## src/rtl/toggle_gen_pkg.sv

```systemverilog
// Shared encodings for the toggle pattern generator: pattern modes and FSM states.
package toggle_gen_pkg;

  typedef enum logic [1:0] {
    MODE_ALL    = 2'd0,
    MODE_WALK   = 2'd1,
    MODE_CHECK  = 2'd2,
    MODE_SINGLE = 2'd3
  } mode_e;

  typedef enum logic [1:0] {
    IDLE = 2'd0,
    RUN  = 2'd1,
    DONE = 2'd2
  } state_e;

endpackage

```

## src/rtl/toggle_interval_timer.sv

```systemverilog
// Interval down-counter: load has priority, enable decrements, expired flags a zero count.
module toggle_interval_timer #(
  parameter int CNT_W = 16
) (
  input  logic             clk,
  input  logic             reset,
  input  logic             load,
  input  logic [CNT_W-1:0] load_value,
  input  logic             enable,
  output logic             expired
);

  logic [CNT_W-1:0] count;

  // Decrement stops at zero so an idle enable can never wrap the counter.
  always_ff @(posedge clk or posedge reset) begin
    if (reset) begin
      count <= '0;
    end else if (load) begin
      count <= load_value;
    end else if (enable && (count != '0)) begin
      count <= count - 1'b1;
    end
  end

  assign expired = (count == '0);

endmodule

```

## src/rtl/toggle_pattern_generator.sv

```systemverilog
// Generates timed toggle sequences on pattern_out to exercise a downstream toggle detector.
module toggle_pattern_generator
  import toggle_gen_pkg::*;
#(
  parameter int WIDTH = 8,
  parameter int CNT_W = 16
) (
  input  logic             clk,
  input  logic             reset,
  input  logic             start,
  input  logic             stop,
  input  logic [1:0]       mode,
  input  logic [CNT_W-1:0] interval,
  input  logic [CNT_W-1:0] num_toggles,
  output logic [WIDTH-1:0] pattern_out,
  output logic             toggle_strobe,
  output logic [CNT_W-1:0] toggle_count,
  output logic             busy,
  output logic             done
);

  state_e           state;
  state_e           next_state;
  mode_e            mode_q;
  logic [CNT_W-1:0] reload_q;
  logic [CNT_W-1:0] num_q;
  logic [CNT_W-1:0] first_reload;
  logic [CNT_W-1:0] timer_value;
  logic             launch;
  logic             evt;
  logic             expired;
  logic             timer_load;
  logic             timer_en;

  function automatic logic [WIDTH-1:0] seed_of(input mode_e m);
    logic [WIDTH-1:0] s;
    s = '0;
    case (m)
      MODE_WALK:  s[0] = 1'b1;
      MODE_CHECK: for (int i = 0; i < WIDTH; i += 2) s[i] = 1'b1;
      default:    s = '0;
    endcase
    return s;
  endfunction

  // Rotation written as two shifts so it also holds for a 1-bit bus.
  function automatic logic [WIDTH-1:0] next_of(input logic [WIDTH-1:0] p, input mode_e m);
    logic [WIDTH-1:0] n;
    case (m)
      MODE_WALK:   n = (p << 1) | (p >> (WIDTH - 1));
      MODE_SINGLE: n = p ^ WIDTH'(1);
      default:     n = ~p;
    endcase
    return n;
  endfunction

  assign first_reload = (interval == '0) ? '0 : interval - 1'b1;
  assign launch       = (state == IDLE) && start;

  // Stop outranks completion and timer expiry; a reached count ends the run without an event.
  always_comb begin
    next_state = state;
    evt        = 1'b0;
    case (state)
      IDLE: if (start) next_state = RUN;
      RUN: begin
        if (stop) begin
          next_state = IDLE;
        end else if (toggle_count == num_q) begin
          next_state = DONE;
        end else if (expired) begin
          evt = 1'b1;
        end
      end
      DONE:    next_state = IDLE;
      default: next_state = IDLE;
    endcase
  end

  assign timer_load  = launch || evt;
  assign timer_value = launch ? first_reload : reload_q;
  assign timer_en    = (state == RUN) && !evt;

  toggle_interval_timer #(
    .CNT_W(CNT_W)
  ) u_timer (
    .clk        (clk),
    .reset      (reset),
    .load       (timer_load),
    .load_value (timer_value),
    .enable     (timer_en),
    .expired    (expired)
  );

  // Configuration is captured once per sequence; later input changes are ignored.
  always_ff @(posedge clk) begin
    if (launch) begin
      mode_q   <= mode_e'(mode);
      reload_q <= first_reload;
      num_q    <= num_toggles;
    end
  end

  always_ff @(posedge clk or posedge reset) begin
    if (reset) begin
      state <= IDLE;
    end else begin
      state <= next_state;
    end
  end

  always_ff @(posedge clk or posedge reset) begin
    if (reset) begin
      pattern_out   <= '0;
      toggle_count  <= '0;
      toggle_strobe <= 1'b0;
      busy          <= 1'b0;
      done          <= 1'b0;
    end else begin
      if (launch) begin
        pattern_out  <= seed_of(mode_e'(mode));
        toggle_count <= '0;
      end else if (evt) begin
        pattern_out  <= next_of(pattern_out, mode_q);
        toggle_count <= toggle_count + 1'b1;
      end
      toggle_strobe <= evt;
      busy          <= (next_state == RUN);
      done          <= (state == RUN) && (next_state == DONE);
    end
  end

endmodule

```

## config.mk

```make
export PLATFORM = sky130hd
export DESIGN_NAME = toggle_pattern_generator
export DESIGN_NICKNAME = d
export VERILOG_FILES = /design/src/rtl/toggle_gen_pkg.sv /design/src/rtl/toggle_interval_timer.sv /design/src/rtl/toggle_pattern_generator.sv
export SDC_FILE = /design/constraint.sdc
export NUM_CORES = 1
export LEC_CHECK = 0
export ABC_AREA = 1
export BUFFER_PORTS_ARGS = -buffer_cell sky130_fd_sc_hd__buf_2
export CAP_MARGIN = 5
export CELL_PAD_IN_SITES_DETAIL_PLACEMENT = 1
export CELL_PAD_IN_SITES_GLOBAL_PLACEMENT = 2
export CORE_MARGIN = 1.5
export CORE_UTILIZATION = 32
export CTS_CLUSTER_DIAMETER = 60
export DETAILED_ROUTE_END_ITERATION = 6
export GPL_TIMING_DRIVEN = 0
export PLACE_DENSITY_LB_ADDON = 0.1
export SYNTH_ARGS = -nofsm -noshare
export SYNTH_HDL_FRONTEND = slang
export SYNTH_SLANG_ARGS = --single-unit
```

## constraint.sdc

```tcl
create_clock -name clk -period 1.89 [get_ports clk]
set_input_delay 0.2835 -clock clk [delete_from_list [all_inputs] [get_ports clk]]
set_output_delay 0.2835 -clock clk [all_outputs]
set_load 0.01 [all_outputs]
```

==> impl_metrics.env, run 1 <==
export IMPL_die_w_um=121
export IMPL_synth_cells=612
export IMPL_multi_input_area_sq_mm=0.00216
export IMPL_status="completed"
export IMPL_groute_usage_overall_pct=19.6
export IMPL_hold_path_class="input pin to register"
export IMPL_min_period_over_period_pct=94.0
export IMPL_synth_warnings=0
export IMPL_synth_flop_cell="dfrtp_1"
export IMPL_rrSetupSlack_ns=0.11
export IMPL_finalSetupViolations=0
export IMPL_vias_per_cell=4.76
export IMPL_place_ws_ns=-0.368
export IMPL_worstReg2RegEnd="pattern_out[7]"
export IMPL_cts_tree="yes"
export IMPL_clk_path_buf_depth=2
export IMPL_min_path_cells=1
export IMPL_area_growth_pct=25.6
export IMPL_routed_wl_um=13600
export IMPL_antenna_found_initial=0
export IMPL_r2r_start="u_timer.count[0]"
export IMPL_diodes=0
export IMPL_io_pins=65
export IMPL_synth_nets=655
export IMPL_port_buffers=64
export IMPL_fin_util_pct=41.8
export IMPL_max_stage_delay_ns=0.41
export IMPL_arrival_ns=2.00
export IMPL_crit_chain="inv_2, ha_4, nand2_2, nor2_4, nand3_4, nor2_4, nand2_4, nand2_4, buf_8, nand2_4, nand2_1, nand2_1"
export IMPL_hpwl_um=10100
export IMPL_synth_xor_area_share_pct=5.50
export IMPL_syn_cell_area_sq_mm=0.00446
export IMPL_path_max_fanout=10
export IMPL_cts_buffers_inserted=9
export IMPL_final_cells=879
export IMPL_die_area_sq_mm=0.0147
export IMPL_crit_type="register to register"
export IMPL_required_ns=2.12
export IMPL_synth_edff_count=18
export IMPL_drtIter0Drc=183
export IMPL_fin_nets=741
export IMPL_synth_compound_area_share_pct=5.92
export IMPL_drtPass1Iterations=4
export IMPL_slowest_stage="dfrtp_1"
export IMPL_rows=42
export IMPL_cp_end_kind="register"
export IMPL_die_y_um=121
export IMPL_hold_viol=0
export IMPL_grt_pass1_vias=4335
export IMPL_cp_common_cell="nand2_4"
export IMPL_synthTopCellsByCount="nand2_1 (202), nor2_1 (70), inv_1 (67), nand3_1 (50), dfrtp_1 (45)"
export IMPL_clockRootBuffer="clkbuf_16"
export IMPL_yosys_area_top_type="dfrtp_1"
export IMPL_initial_core_util_pct=33.3
export IMPL_ys_ff_latch=79
export IMPL_yosysUniqueCellTypes=31
export IMPL_power_density_mw_per_mm2=1110
export IMPL_ys_seq_area_share_pct=44.6
export IMPL_clkSinkCount=79
export IMPL_clkLatencyLatePin_ns=0.34
export IMPL_yosys_area_share_adder_pct=1.40
export IMPL_hp_start="num_toggles[7]"
export IMPL_holdPathEnd="num_q[7]"
export IMPL_async_reset_ff_share_pct=57.0
export IMPL_p_leak_nw=2.70
export IMPL_wl_per_cell_um=15.4
export IMPL_start_kind="register"
export IMPL_grt_max_degree=28
export IMPL_drive_above_1_share_pct=21.1
export IMPL_drc=0
export IMPL_post_route_min_period_ns=1.78
export IMPL_peakVddDrop_uv=521
export IMPL_slew_headroom_pct=68.8
export IMPL_drv_cap=0
export IMPL_synth_top_family_by_area="simple AND/OR/NAND/NOR gates"
export IMPL_gp_congestion=0.811
export IMPL_reg2regPathDepth=12
export IMPL_grt_ovfl_total=0
export IMPL_synth_top_area_share_pct=25.3
export IMPL_holdWs_ns=0.113
export IMPL_clk_pin_slew_ns=0.06
export IMPL_grt_pass1_wl_um=22000
export IMPL_slew_violations=0
export IMPL_nFillCells=1720
export IMPL_dp_cells=853
export IMPL_fin_worst_skew_ns=0.00562
export IMPL_fmax_mhz=563
export IMPL_detail_route_antenna_nets=0
export IMPL_synth_area_mux_share_pct=0
export IMPL_synth_most_common_cell="nand2_1"
export IMPL_core_area_sq_mm=0.0134
export IMPL_regArea_sq_mm=0.00199
export IMPL_synthTopCellsByArea="dfrtp_1 (25%), nand2_1 (17%), edfxtp_1 (12%)"
export IMPL_worst_slack_ns=0.114
export IMPL_syn_area_per_cell_sq_um=7.29
export IMPL_htreeDepth=3
export IMPL_synth_simple_area_share_pct=34.0
export IMPL_worst_slew_pin_transition_ns=0.467
export IMPL_num_vias=4187
==> cells in the final DEF (no fill, tap or decap), types with 2 or more instances in the layout <==
cell type  netlist  final
buf_8            0      3
xnor2_1          6      6
clkbuf_4         0      3
inv_2            9     15
nand2_4          3      3
xor2_1          22     22
nor3_1           7      7
inv_1           67     61
buf_6            2      2
buf_4            4     12
nand2_1        202    199
nand4_1         18     18
dfrtp_2          0      6
nor2_2           4      6
dfxtp_1         16     16
nand3_1         50     49
o21ai_1         10     11
nand2_2          1      4
nor2_1          70     65
clkbuf_16        0      9
nor2_4           2      5
o21ai_0         29     28
bufinv_16        0      5
a21oi_1          5      5
ha_1             5      4
buf_2            7     67
dfrtp_1         45     39
edfxtp_1        18     18
==> layer usage <==
metal | track usage (%) | vias to the layer above | wire length [um]
met4 | 3.90 | 0 | 89
met3 | 4.23 | 5 | 388
met5 | 0 | - | 0
met1 | 24.3 | 2030 | 6160
met2 | 35.1 | 49 | 6930
li1 | - | 2103 | -
==> worst max-delay path, delay by kind of cell, from the launching register on <==
family                     cells  cell delay (ns)
adders and majority gates      1             0.14
buffers and inverters          2             0.25
and+or+nand+nor                9             0.87
DFF                            1             0.41
==> cell type report <==
| class | count | share of cell area, % |
|---|---|---|
| Buffer | 16 | 2.44 |
| Sequential cell | 79 | 35.6 |
| Clock buffer | 9 | 4.02 |
| Multi-Input combinational cell | 441 | 38.6 |
| Timing Repair Buffer | 75 | 7.46 |
| Tap cell | 176 | 3.93 |
| Clock inverter | 7 | 2.84 |
| Inverter | 76 | 5.09 |
==> state kept, by name, indices dropped and copies added, names as in the netlist <==
signal	flops
u_timer.count	16
pattern_out	8
state	2
done	1
toggle_count	16
toggle_strobe	1
num_q	16
reload_q	16
busy	1
mode_q	2
==> cell families (layout without fill, tap and decap cells) <==
group,Yosys count,after routing
AOI/OAI and AO/OA,50,50
xor gates and xnor gates,28,28
adders and majority gates,5,5
buffers and inverters,92,183
DFF,79,79
and+or+nand+nor,358,358
==> worst max-delay path by stage <==
stage	slack, ns	to	cells after the start	from
after floorplan	0.20	pattern_out[1]	12	u_timer.count[0]
after global placement	-0.34	u_timer.count[9]	9	state[0]
after detailed placement	-0.37	u_timer.count[9]	9	state[1]
after CTS	0.0009	u_timer.count[9]	9	state[1]
after global routing	-0.001	pattern_out[3]	12	u_timer.count[0]
final	0.11	pattern_out[7]	12	u_timer.count[0]
==> metrics by stage <==
stage,TNS (ns),cell area (sq um),total power [mW]
detailed placement,-5.50,5020,3.85
floorplan,0,4460,3.35
global placement,-17.84,5000,3.79
global route,-0.00179,5600,6.57
finish,0,5600,6.20
CTS,0,5520,6.22
==> what timing repair did <==
action,CTS,global route
gates resized for setup,20,23
pin swaps,3,5
hold buffers,1,0
setup buffers,5,4
setup endpoints to repair,40,41
endpoints found under the hold margin,18,0
==> power breakdown <==
group          switching, mW  total (mW)  leakage (nW)  internal, mW
clock network          0.712        2.26         0.187          1.55
registers              0.293        2.37         0.882          2.08
logic                  0.971        1.57          1.63         0.599
(Power assumes the default switching activity.)
==> inputs of run 2 (changes only) <==
- CORE_UTILIZATION: 32 -> 33
- SYNTH_HIERARCHICAL: unset -> 1
==> run 2 against run 1 <==
Effect of this change: the run now ends with setup timing left; sequential cell count unchanged; combinational power up 53%; critical endpoint is now u_timer/count[0]; setup slack worse by 0.43 ns; largest power group unchanged; fmax down 19%; core utilization grew 3.1 points; final area up 6.6%; die area is 2.0% lower; global-route usage grew 0.72 points.
==> impl_metrics.env, run 2 <==
export IMPL_synthTopCellsByArea="dfrtp_1 (25%), nand2_1 (16%), edfxtp_1 (12%)"
export IMPL_groute_usage_overall_pct=20.3
export IMPL_hpwl_um=9750
export IMPL_holdPathEnd="num_q[9]"
export IMPL_mostFrequentLayoutCells="nand2_1 (182), buf_2 (66), nor2_1 (53)"
export IMPL_clk_path_buf_depth=2
export IMPL_slew_violations=0
export IMPL_ys_seq_area_share_pct=44.1
export IMPL_worst_slew_pin_transition_ns=0.680
export IMPL_drive_above_1_share_pct=31.5
export IMPL_r2r_start="u_timer/count[8]"
export IMPL_grt_ovfl_total=0
export IMPL_clk_pin_slew_ns=0.06
export IMPL_slew_headroom_pct=54.6
export IMPL_cp_end_kind="register"
export IMPL_grt_max_degree=30
export IMPL_cts_buffers_inserted=9
export IMPL_min_period_over_period_pct=117
export IMPL_seqPwrFrac_pct=38.0
export IMPL_port_buffers=64
export IMPL_routed_wl_um=13800
export IMPL_num_vias=4266
export IMPL_drtPass1Iterations=4
export IMPL_synth_edff_count=18
export IMPL_fmax_mhz=454
export IMPL_area_growth_pct=32.5
export IMPL_initial_core_util_pct=33.9
export IMPL_dpl_instance_area_sq_mm=0.00513
export IMPL_die_w_um=120
export IMPL_drtIter0Drc=211
export IMPL_p_int_mw=4.11
export IMPL_p_sw_share_pct=37.1
export IMPL_path_max_fanout=5
export IMPL_die_y_um=120
export IMPL_arrival_ns=2.43
export IMPL_wl_per_cell_um=15.5
export IMPL_worst_slack_ns=-0.315
export IMPL_final_cells=890
export IMPL_dp_cells=837
export IMPL_synth_cells=597
export IMPL_start_kind="register"
export IMPL_htreeDepth=3
export IMPL_rrSetupSlack_ns=-0.31
export IMPL_peakVddDrop_uv=589
export IMPL_diodes=0
export IMPL_rsz0062_at_grt="yes"
export IMPL_finalInstanceArea_sq_mm=0.00597
export IMPL_nFillCells=1665
export IMPL_synth_most_common_cell="nand2_1"
export IMPL_ys_ff_latch=79
export IMPL_finalSetupViolations=36
export IMPL_clockRootBuffer="clkbuf_16"
export IMPL_async_reset_ff_share_pct=57.0
export IMPL_required_ns=2.11
export IMPL_hp_start="num_toggles[9]"
export IMPL_slowest_stage="dfrtp_1"
export IMPL_fin_worst_skew_ns=0.00873
export IMPL_syn_cell_area_sq_mm=0.00451
export IMPL_p_sw_mw=2.42
export IMPL_violations="setup timing"
export IMPL_final_common_cell="nand2_1"
export IMPL_hold_viol=0
export IMPL_holdWs_ns=0.117
export IMPL_clkPwrFrac_pct=25.3
export IMPL_crit_chain="nor2_2, nand2_1, nor2_2, nand3b_1, nor3_4, nand3_4, nand2_8, buf_12, clkbuf_16, clkinv_8, nand2_8, inv_8, clkbuf_16, nand2_4, nand3_2"
export IMPL_p_comb_share_pct=36.8
export IMPL_gp_congestion=0.796
export IMPL_min_path_cells=1
export IMPL_detail_route_antenna_nets=0
export IMPL_yosysUniqueCellTypes=37
export IMPL_status="complete, but fails checks"
export IMPL_place_ws_ns=-0.750
export IMPL_synth_nets=640
export IMPL_clkSinkCount=79
export IMPL_worstReg2RegEnd="u_timer/count[0]"
export IMPL_io_pins=65
export IMPL_syn_area_per_cell_sq_um=7.55
export IMPL_grt_pass1_vias=4360
export IMPL_yosys_area_top_type="dfrtp_1"
export IMPL_cts_tree="yes"
export IMPL_clkLatencyLatePin_ns=0.34
export IMPL_die_area_sq_mm=0.0144
export IMPL_synthTopCellsByCount="nand2_1 (195), nor2_1 (61), inv_1 (59), nand3_1 (48), dfrtp_1 (45)"
export IMPL_crit_type="register to register"
export IMPL_max_stage_delay_ns=0.46
export IMPL_hold_path_class="input pin to register"
export IMPL_fin_util_pct=44.9
export IMPL_reg2regPathDepth=15
export IMPL_synth_flop_cell="dfrtp_1"
export IMPL_synth_warnings=6
export IMPL_core_area_sq_mm=0.0133
export IMPL_power_density_mw_per_mm2=1090
export IMPL_p_leak_nw=2.89
export IMPL_post_route_min_period_ns=2.20
export IMPL_synth_top_area_share_pct=25.0
export IMPL_drc=0
export IMPL_vias_per_cell=4.79
export IMPL_fin_nets=752
export IMPL_grt_pass1_wl_um=22700
export IMPL_antenna_found_initial=0
export IMPL_rows=42
export IMPL_drv_cap=0
## run 2: cell count changes after synthesis, sizes merged, moves of 2 or more
cell    before  now
nor2        76   66
clkbuf       3    5
buf         13    6
nor3         7   15
xor2        22   25
nand2      206  203
nand4       18    6
inv         76   68
or2          0    5
o21ai       39   44
nand3b       0    2
nor4         0    2
a21oi        6    1
## run 2: timing repair
item	4_1_cts	5_1_grt
gates cloned	1	3
hold buffers	0	1
hold endpoints to repair	0	8
buffers inserted	26	6
pin swaps	13	2
gates resized for setup	41	39
setup endpoints to repair	59	42
## run 2: worst max path at each step
stage / startpoint / end / slack [ns]
2_1_floorplan: u_timer/count[0] / u_timer/count[3] / -0.34
3_3_place_gp: u_timer/count[0] / u_timer/count[14] / -0.74
3_5_place_dp: u_timer/count[0] / u_timer/count[14] / -0.75
4_1_cts: u_timer/count[0] / u_timer/count[5] / -0.29
5_1_grt: u_timer/count[8] / u_timer/count[0] / -0.47
6_report: u_timer/count[8] / u_timer/count[0] / -0.31
## run 2: per-stage QoR
stage	power, mW	setup TNS [ns]
CTS	6.38	-4.64
detailed placement	4.37	-16.21
global placement	4.31	-30.17
floorplan	3.76	-4.89
finish	6.53	-5.24
global route	7.01	-11.57
## run 2: routing by layer
metal	track usage, %	vias to the layer above	share of wire [%]
li1	-	2122	-
met1	26.4	2067	46
met2	34.2	67	49
met3	4.75	10	3.7
met4	4.91	0	1.2
met5	0	-	0
## run 2: cell families after synthesis
group / Yosys count / share of synthesized area (%)
AND/OR/NAND/NOR: 350 / 33.7
buffers and inverters: 81 / 7.58
flip-flops: 79 / 44.1
AO/OA/AOI/OAI: 50 / 7.03
XOR/XNOR: 32 / 6.22
adder cells (fa/ha/maj): 5 / 1.39
## run 2: area by class of cell
class	count	area (sq um)	area share (%)
buffer	12	139	2.33
timing repair buffer	99	628	10.5
sequential	79	2000	33.5
clock inverter	1	5.00	0.0838
multi-input combinational	437	2410	40.3
tap	176	220	3.69
inverter	69	290	4.86
clock buffer	15	268	4.48
timing repair inverter	2	15.0	0.251
## run 2: worst max-delay path, delay by kind of cell (launching register included)
| kind | cells | cell delay, ns |
|---|---|---|
| buf+inv | 5 | 0.51 |
| flops | 1 | 0.46 |
| simple gates | 10 | 1.10 |
## run 2: power by group through the flow
stage	combinational (mW)	sequential [mW]	clock, mW
after floorplan	1.29	2.47	0
after global placement	1.80	2.51	0
after detailed placement	1.85	2.52	0
after CTS	2.21	2.46	1.71
after global routing	2.71	2.53	1.78
final	2.40	2.48	1.65
